===== config.mk =====
export PLATFORM = sky130hd
export DESIGN_NAME = seg_text_scroller_flat
export DESIGN_NICKNAME = d
export VERILOG_FILES = /design/src/rtl/seg_text_scroller_if.sv /design/src/rtl/seg_text_scroller.sv /design/src/flat_wrapper.sv
export SDC_FILE = /design/constraint.sdc
export NUM_CORES = 1
export LEC_CHECK = 0
export BUFFER_PORTS_ARGS = -buffer_cell sky130_fd_sc_hd__buf_2
export CAP_MARGIN = 40
export CORE_ASPECT_RATIO = 0.75
export CORE_UTILIZATION = 45
export DETAILED_ROUTE_END_ITERATION = 12
export GPL_TIMING_DRIVEN = 0
export PLACE_DENSITY_LB_ADDON = 0.08
export RECOVER_POWER = 25
export SETUP_SLACK_MARGIN = 0.2
export SKIP_CTS_REPAIR_TIMING = 1
export SLEW_MARGIN = 10
export SYNTH_ARGS = -nofsm -noshare
export SYNTH_HDL_FRONTEND = slang
export SYNTH_SLANG_ARGS = --single-unit

===== constraint.sdc =====
create_clock -name i_clk -period 4.7 [get_ports i_clk]
set_input_delay 0.94 -clock i_clk [delete_from_list [all_inputs] [get_ports i_clk]]
set_output_delay 0.94 -clock i_clk [all_outputs]
set_load 0.02 [all_outputs]

===== src/rtl/seg_text_scroller_if.sv =====
// Bus between the menu/ROM side and the scroller.
// Purpose: bundle the message-control inputs, the character-ROM lookup and the
//          display outputs of seg_text_scroller so they travel as one port.
// Signals:
//   start     menu -> scroller  one-cycle restart pulse
//   msg_len   menu -> scroller  message length, latched on start
//   loop      menu -> scroller  1 = repeat forever, 0 = one-shot
//   hold      menu -> scroller  freeze step counter and display
//   char_addr scroller -> ROM   character index being looked up
//   char_seg  ROM -> scroller   segment pattern for char_addr (combinational)
//   digits    scroller -> disp  digit k at [k*SEG_W +: SEG_W], k=0 leftmost
//   busy      scroller -> menu  message in progress
//   done      scroller -> menu  one-cycle pulse when a one-shot message is gone
interface seg_text_scroller_if #(
    parameter int N_DIGITS = 4,
    parameter int SEG_W    = 7,
    parameter int LEN_W    = 5
);
    logic                      start;
    logic [LEN_W-1:0]          msg_len;
    logic                      loop;
    logic                      hold;
    logic [LEN_W-1:0]          char_addr;
    logic [SEG_W-1:0]          char_seg;
    logic [N_DIGITS*SEG_W-1:0] digits;
    logic                      busy;
    logic                      done;

    modport master (
        output start, msg_len, loop, hold, char_seg,
        input  char_addr, digits, busy, done
    );

    modport slave (
        input  start, msg_len, loop, hold, char_seg,
        output char_addr, digits, busy, done
    );
endinterface


===== src/rtl/seg_text_scroller.sv =====
// Generic scrolling-text engine for a bank of 7-segment digits.
// Text enters at the rightmost digit and shifts left once per step period.
// Loop mode repeats the message with GAP blank steps between copies; one-shot
// mode flushes the text out with blanks and then pulses done.
// Ports:
//   i_clk  system clock
//   i_rst  synchronous reset, active high
//   bus    seg_text_scroller_if.slave (control, ROM lookup, display outputs)
module seg_text_scroller #(
    parameter int N_DIGITS = 4,
    parameter int SEG_W    = 7,
    parameter int MAX_LEN  = 16,
    parameter int LEN_W    = 5,
    parameter int CLK_HZ   = 27_000_000,
    parameter int STEP_HZ  = 2,
    parameter int GAP      = 1
) (
    input  logic                i_clk,
    input  logic                i_rst,
    seg_text_scroller_if.slave  bus
);
    localparam int DIV   = CLK_HZ / STEP_HZ;
    localparam int CNT_W = $clog2(DIV);
    localparam int FL_W  = $clog2(N_DIGITS + 1);
    localparam int GAP_W = $clog2(GAP + 2);
    localparam int DW    = N_DIGITS * SEG_W;

    typedef enum logic [1:0] {S_IDLE, S_SCROLL, S_FLUSH} state_t;

    state_t             r_state;
    logic [CNT_W-1:0]   r_cnt;
    logic [LEN_W-1:0]   r_pos;
    logic [LEN_W-1:0]   r_len;
    logic               r_loop;
    logic [GAP_W-1:0]   r_gap;
    logic [FL_W-1:0]    r_flush;
    logic [DW-1:0]      r_digits;
    logic               r_busy;
    logic               r_done;
    logic               r_done_pend;   // zero-length start: done follows one cycle later

    logic               w_tick;
    logic [LEN_W-1:0]   w_len;
    logic               w_in_msg;
    logic [SEG_W-1:0]   w_entry;
    logic [DW-1:0]      w_shift;

    assign w_tick   = (r_cnt == CNT_W'(DIV - 1)) && !bus.hold;
    assign w_len    = (bus.msg_len > LEN_W'(MAX_LEN)) ? LEN_W'(MAX_LEN) : bus.msg_len;
    assign w_in_msg = (r_pos < r_len);
    // Only a SCROLL step inside the message pulls a ROM pattern; gap and flush shift blanks.
    assign w_entry  = (r_state == S_SCROLL && w_in_msg) ? bus.char_seg : '0;
    // Digit 0 sits in the low bits, so moving everything left is a right shift of the vector.
    assign w_shift  = {w_entry, r_digits[DW-1:SEG_W]};

    assign bus.char_addr = w_in_msg ? r_pos : '0;
    assign bus.digits    = r_digits;
    assign bus.busy      = r_busy;
    assign bus.done      = r_done;

    always_ff @(posedge i_clk) begin
        if (i_rst) begin
            r_state     <= S_IDLE;
            r_cnt       <= '0;
            r_pos       <= '0;
            r_len       <= '0;
            r_loop      <= 1'b0;
            r_gap       <= '0;
            r_flush     <= '0;
            r_digits    <= '0;
            r_busy      <= 1'b0;
            r_done      <= 1'b0;
            r_done_pend <= 1'b0;
        end else begin
            r_done      <= 1'b0;
            r_done_pend <= 1'b0;
            if (bus.start) begin
                // Restart wins over a same-cycle tick and cancels any pending done.
                r_cnt    <= '0;
                r_pos    <= '0;
                r_gap    <= '0;
                r_flush  <= '0;
                r_digits <= '0;
                r_len    <= w_len;
                r_loop   <= bus.loop;
                if (w_len == '0) begin
                    r_state     <= S_IDLE;
                    r_busy      <= 1'b0;
                    r_done_pend <= 1'b1;
                end else begin
                    r_state <= S_SCROLL;
                    r_busy  <= 1'b1;
                end
            end else begin
                if (!bus.hold)
                    r_cnt <= w_tick ? '0 : r_cnt + 1'b1;
                if (r_done_pend)
                    r_done <= 1'b1;
                case (r_state)
                    S_SCROLL: begin
                        if (w_tick) begin
                            r_digits <= w_shift;
                            if (w_in_msg) begin
                                r_pos <= r_pos + 1'b1;
                                if (r_pos + LEN_W'(1) == r_len) begin
                                    if (!r_loop) begin
                                        r_state <= S_FLUSH;
                                        r_flush <= '0;
                                    end else if (GAP == 0) begin
                                        r_pos <= '0;
                                    end
                                end
                            end else if (r_gap == GAP_W'(GAP - 1)) begin
                                // pos == len marks the blank gap between loop copies.
                                r_gap <= '0;
                                r_pos <= '0;
                            end else begin
                                r_gap <= r_gap + 1'b1;
                            end
                        end
                    end
                    S_FLUSH: begin
                        if (w_tick) begin
                            r_digits <= w_shift;
                            if (r_flush == FL_W'(N_DIGITS - 1)) begin
                                r_state <= S_IDLE;
                                r_busy  <= 1'b0;
                                r_done  <= 1'b1;
                                r_flush <= '0;
                            end else begin
                                r_flush <= r_flush + 1'b1;
                            end
                        end
                    end
                    default: ;
                endcase
            end
        end
    end
endmodule

===== src/flat_wrapper.sv =====
// flat-port wrapper written by rule: the top's interface ports become plain ports
module seg_text_scroller_flat 
#(
    parameter int N_DIGITS = 4,
    parameter int SEG_W    = 7,
    parameter int MAX_LEN  = 16,
    parameter int LEN_W    = 5,
    parameter int CLK_HZ   = 27_000_000,
    parameter int STEP_HZ  = 2,
    parameter int GAP      = 1
)
  (i_clk, i_rst, bus_start, bus_msg_len, bus_loop, bus_hold, bus_char_seg, bus_char_addr, bus_digits, bus_busy, bus_done);
  seg_text_scroller_if #(.N_DIGITS(N_DIGITS), .SEG_W(SEG_W), .LEN_W(LEN_W)) bus_i ();
  input  logic i_clk;
  input  logic i_rst;
  input wire logic [$bits(bus_i.start)-1:0] bus_start;
  input wire logic [$bits(bus_i.msg_len)-1:0] bus_msg_len;
  input wire logic [$bits(bus_i.loop)-1:0] bus_loop;
  input wire logic [$bits(bus_i.hold)-1:0] bus_hold;
  input wire logic [$bits(bus_i.char_seg)-1:0] bus_char_seg;
  output wire logic [$bits(bus_i.char_addr)-1:0] bus_char_addr;
  output wire logic [$bits(bus_i.digits)-1:0] bus_digits;
  output wire logic [$bits(bus_i.busy)-1:0] bus_busy;
  output wire logic [$bits(bus_i.done)-1:0] bus_done;
  assign bus_i.start = bus_start;
  assign bus_i.msg_len = bus_msg_len;
  assign bus_i.loop = bus_loop;
  assign bus_i.hold = bus_hold;
  assign bus_i.char_seg = bus_char_seg;
  assign bus_char_addr = bus_i.char_addr;
  assign bus_digits = bus_i.digits;
  assign bus_busy = bus_i.busy;
  assign bus_done = bus_i.done;
  seg_text_scroller #(.N_DIGITS(N_DIGITS), .SEG_W(SEG_W), .MAX_LEN(MAX_LEN), .LEN_W(LEN_W), .CLK_HZ(CLK_HZ), .STEP_HZ(STEP_HZ), .GAP(GAP)) u_core (.i_clk(i_clk), .i_rst(i_rst), .bus(bus_i));
endmodule

==> qor.txt <==
First-pass GRT wire length: 13900 um
FF-to-FF path depth: 6
Placed insts: 570
Flop pwr share: 46.7%
Critical R2R Launch: u_core.r_pos[3]$_SDFFE_PP0P_
Die Wd: 104 um
Worst endpoint required time: 3760 ps
Flops & latches, synth: 73
Yosys top cell area share: 41.7%
IO Count: 52
Die height: 78.4 um
Placed Area: 0.00389 mm2
Htree depth: 3
Clock Sinks: 73
Port Buffers: 51
Outcome: finished, final reports clean
Largest area contributor in the synthesized netlist: dfxtp_1
Leakage power: 1.50 nW
Final core occ: 55.5%
DP HPWL: 6000 um
Drt drc: 0
Vias in the first global route: 2850
Max_cap viols: 0
Worst-Skew Late Latency: 350 ps
Top cells by area, synth: dfxtp_1 (42%), nand2_1 (7.0%), a21oi_1 (5.7%)
Starting Density: 47.2%
Relative slew margins: 48.5%
Diodes inserted: 0
HP Class: flip-flop to flip-flop
Worst VDD drop: 0.000199 V
Via Count: 3131
Area Overhead vs Synth: 17.7%
Drt via density: 5.34
Slew at the pin closest to its max-slew limit: 765 ps
Reg2reg setup slack: 2200 ps
Initial antenna violation count: 0
Fin Clk Skew: 8.33 ps
Async S/R FF share, synth: 0%
Worst hold slack: 445 ps
Pwr Density: 324 mW/mm2
GRT Residual Overflow: 0
Hold Path Cell Cnt: 2
Final Max Tran Viols: 0
Pre-Repair DR Iteration Count: 4
Post-Syn Nets: 447
Nets: 509
EDFF count, synth: 0
Internal: 1.05 mW
Combinational share of power: 4.6%
Hold path startpoint: u_core.r_done_pend$_SDFF_PP0_
Critical Path Source: u_core.r_pos[3]$_SDFFE_PP0P_
Design area: 0.00413 mm2
Final hold vios: 0
Final setup TNS: 0 ps
Peak Freq: 296 MHz
Crit start category: flip-flop
Clock root cell: clkbuf_8
CTS tree: built
Post-Layout Cell Count: 586
Mapped Area: 0.00351 mm2
CP Class: flip-flop to output pin
Sequential area share after synthesis: 41.7%
Mapped Cells: 418
Crit path time final: 3380 ps
Setup crit end kind: output pin
Clock power frac: 48.7%
Avg Cell Area, Syn: 8.39 um2
Hold Path Sink: u_core.bus.done$_SDFF_PP0_
Synth Warn #: 0
Routed len/inst: 14.0 um
Die area: 0.00815 mm2
Layout cell share with drive strength beyond 1: 12.2%
RePlAce Congestion: 0.827
Count of final setup violators: 0
Detail Route Antenna Nets: 0
RSZ-0062 raised after global routing: no
Fin crit share: 71.9%
Total CTS buffers: 9
Clock Pin Slew Worst Setup and Hold Paths: 80 ps
Max Root-Sink Buffers: 2
Rows: 27
Reg-to-Reg End: u_core.r_state[1]$_SDFFE_PP0P_
Largest net degree at the start of global routing: 14
Core ar.: 0.00743 mm2
Switching part of the total: 21.6%
Top FF cell, synth: dfxtp_1
Detailed Route WL: 8200 um
Largest fanout on the critical path: 8
DR iter-0 viols: 91
Switch Pwr: 0.289 mW
Post-synth cell types: 53
Tot GR Track Use: 21.4%
Worst endpoint data arrival time: 2440 ps
[critical path: stages, from the launching register on]
cell and delay [ps]:
dfxtp_1 480, ha_1 300, a21o_1 160, a21oi_1 490, nand2_1 320, nor2_1 160, buf_2 180
[synth_stat cells (all sizes together), types with 2 or more instances]
| library cell | number |
|---|---|
| a21oi | 40 |
| a221oi | 2 |
| a2bb2oi | 3 |
| a32o | 3 |
| and2 | 3 |
| and3 | 8 |
| and4 | 2 |
| buf | 6 |
| clkbuf | 12 |
| dfxtp | 73 |
| ha | 12 |
| inv | 12 |
| mux2i | 4 |
| nand2 | 66 |
| nand2b | 4 |
| nand3 | 15 |
| nand3b | 4 |
| nand4 | 22 |
| nor2 | 41 |
| nor2b | 8 |
| nor3 | 9 |
| nor3b | 2 |
| nor4 | 4 |
| o21a | 2 |
| o21ai | 7 |
| o311ai | 2 |
| o31ai | 3 |
| or2 | 4 |
| or3 | 4 |
| or4 | 2 |
| xnor2 | 7 |
| xor2 | 18 |
[final cells by class]
type                    count  area (um2)
plain buffers              18         113
clock buffers               9         124
clock inverters             7         143
fillers                   718        3300
inverters                  12        45.0
multi-input cells         315        1890
flip-flops and latches     73        1460
well taps                 101         126
repair buffers             51         229
[how the worst max path moves through the flow]
stage / end
finish: bus_char_addr[0]
global route: bus_char_addr[0]
CTS: bus_char_addr[0]
detailed placement: bus_char_addr[0]
global placement: bus_char_addr[0]
floorplan: bus_char_addr[0]
[placed cells by master (no fill, tap or decap), types with 3 or more instances in the layout]
cell type	instances
nor3_1	8
a2bb2oi_1	3
and3_1	8
nor2b_1	8
buf_6	3
buf_2	30
ha_1	12
clkbuf_1	34
nand2b_1	4
or2_2	3
o21ai_0	7
or3_1	4
inv_1	12
nand3b_1	4
nand3_1	15
mux2i_1	4
a21oi_1	40
nand2_1	65
nor4_1	3
dfxtp_1	73
a32o_1	3
clkbuf_8	9
o31ai_1	3
and2_1	3
bufinv_16	4
nor2_1	41
xnor2_1	7
xor2_1	18
nand4_1	22
[power groups by stage]
stage | Clock (mW) | Combinational (mW) | Sequential [mW]
final | 0.651 | 0.0615 | 0.625
after global routing | 0.690 | 0.0682 | 0.626
after CTS | 0.663 | 0.0617 | 0.625
after detailed placement | 0 | 0.0616 | 0.640
after global placement | 0 | 0.0612 | 0.639
after floorplan | 0 | 0.0383 | 0.640
[stage by stage]
step	setup WS, ps	power [mW]
finish	1320	1.34
global route	1150	1.38
CTS	1300	1.35
detailed placement	1710	0.701
global placement	1780	0.701
floorplan	2130	0.678
[registers in the layout, summed over array words and instances (netlist names)]
register            count
u_core.r_loop           1
u_core.bus.busy         1
u_core.bus.digits      28
u_core.r_state          2
u_core.r_done_pend      1
u_core.r_pos            5
u_core.bus.done         1
u_core.r_len            5
u_core.r_gap            2
u_core.r_cnt           24
u_core.r_flush          3
[layer usage]
layer  track usage, %  up-vias  share of wire [%]
met5                0        -                  0
met4             5.14        0               0.67
met3             5.73        4                4.2
met2             34.5       56                 45
met1             28.6     1471                 50
li1                 -     1600                  -
[cells by family (layout without fill, tap and decap cells)]
group | after synthesis | count (layout) | share of synthesized area, %
simple gates | 202 | 202 | 29.4
xor+xnor | 25 | 25 | 6.25
fa+ha+maj | 12 | 12 | 4.28
buf+inv | 30 | 97 | 4.50
compound gates | 72 | 72 | 12.7
mux | 4 | 4 | 1.14
flops | 73 | 73 | 41.7
No activity file was read; power rests on OpenSTA's default activity.
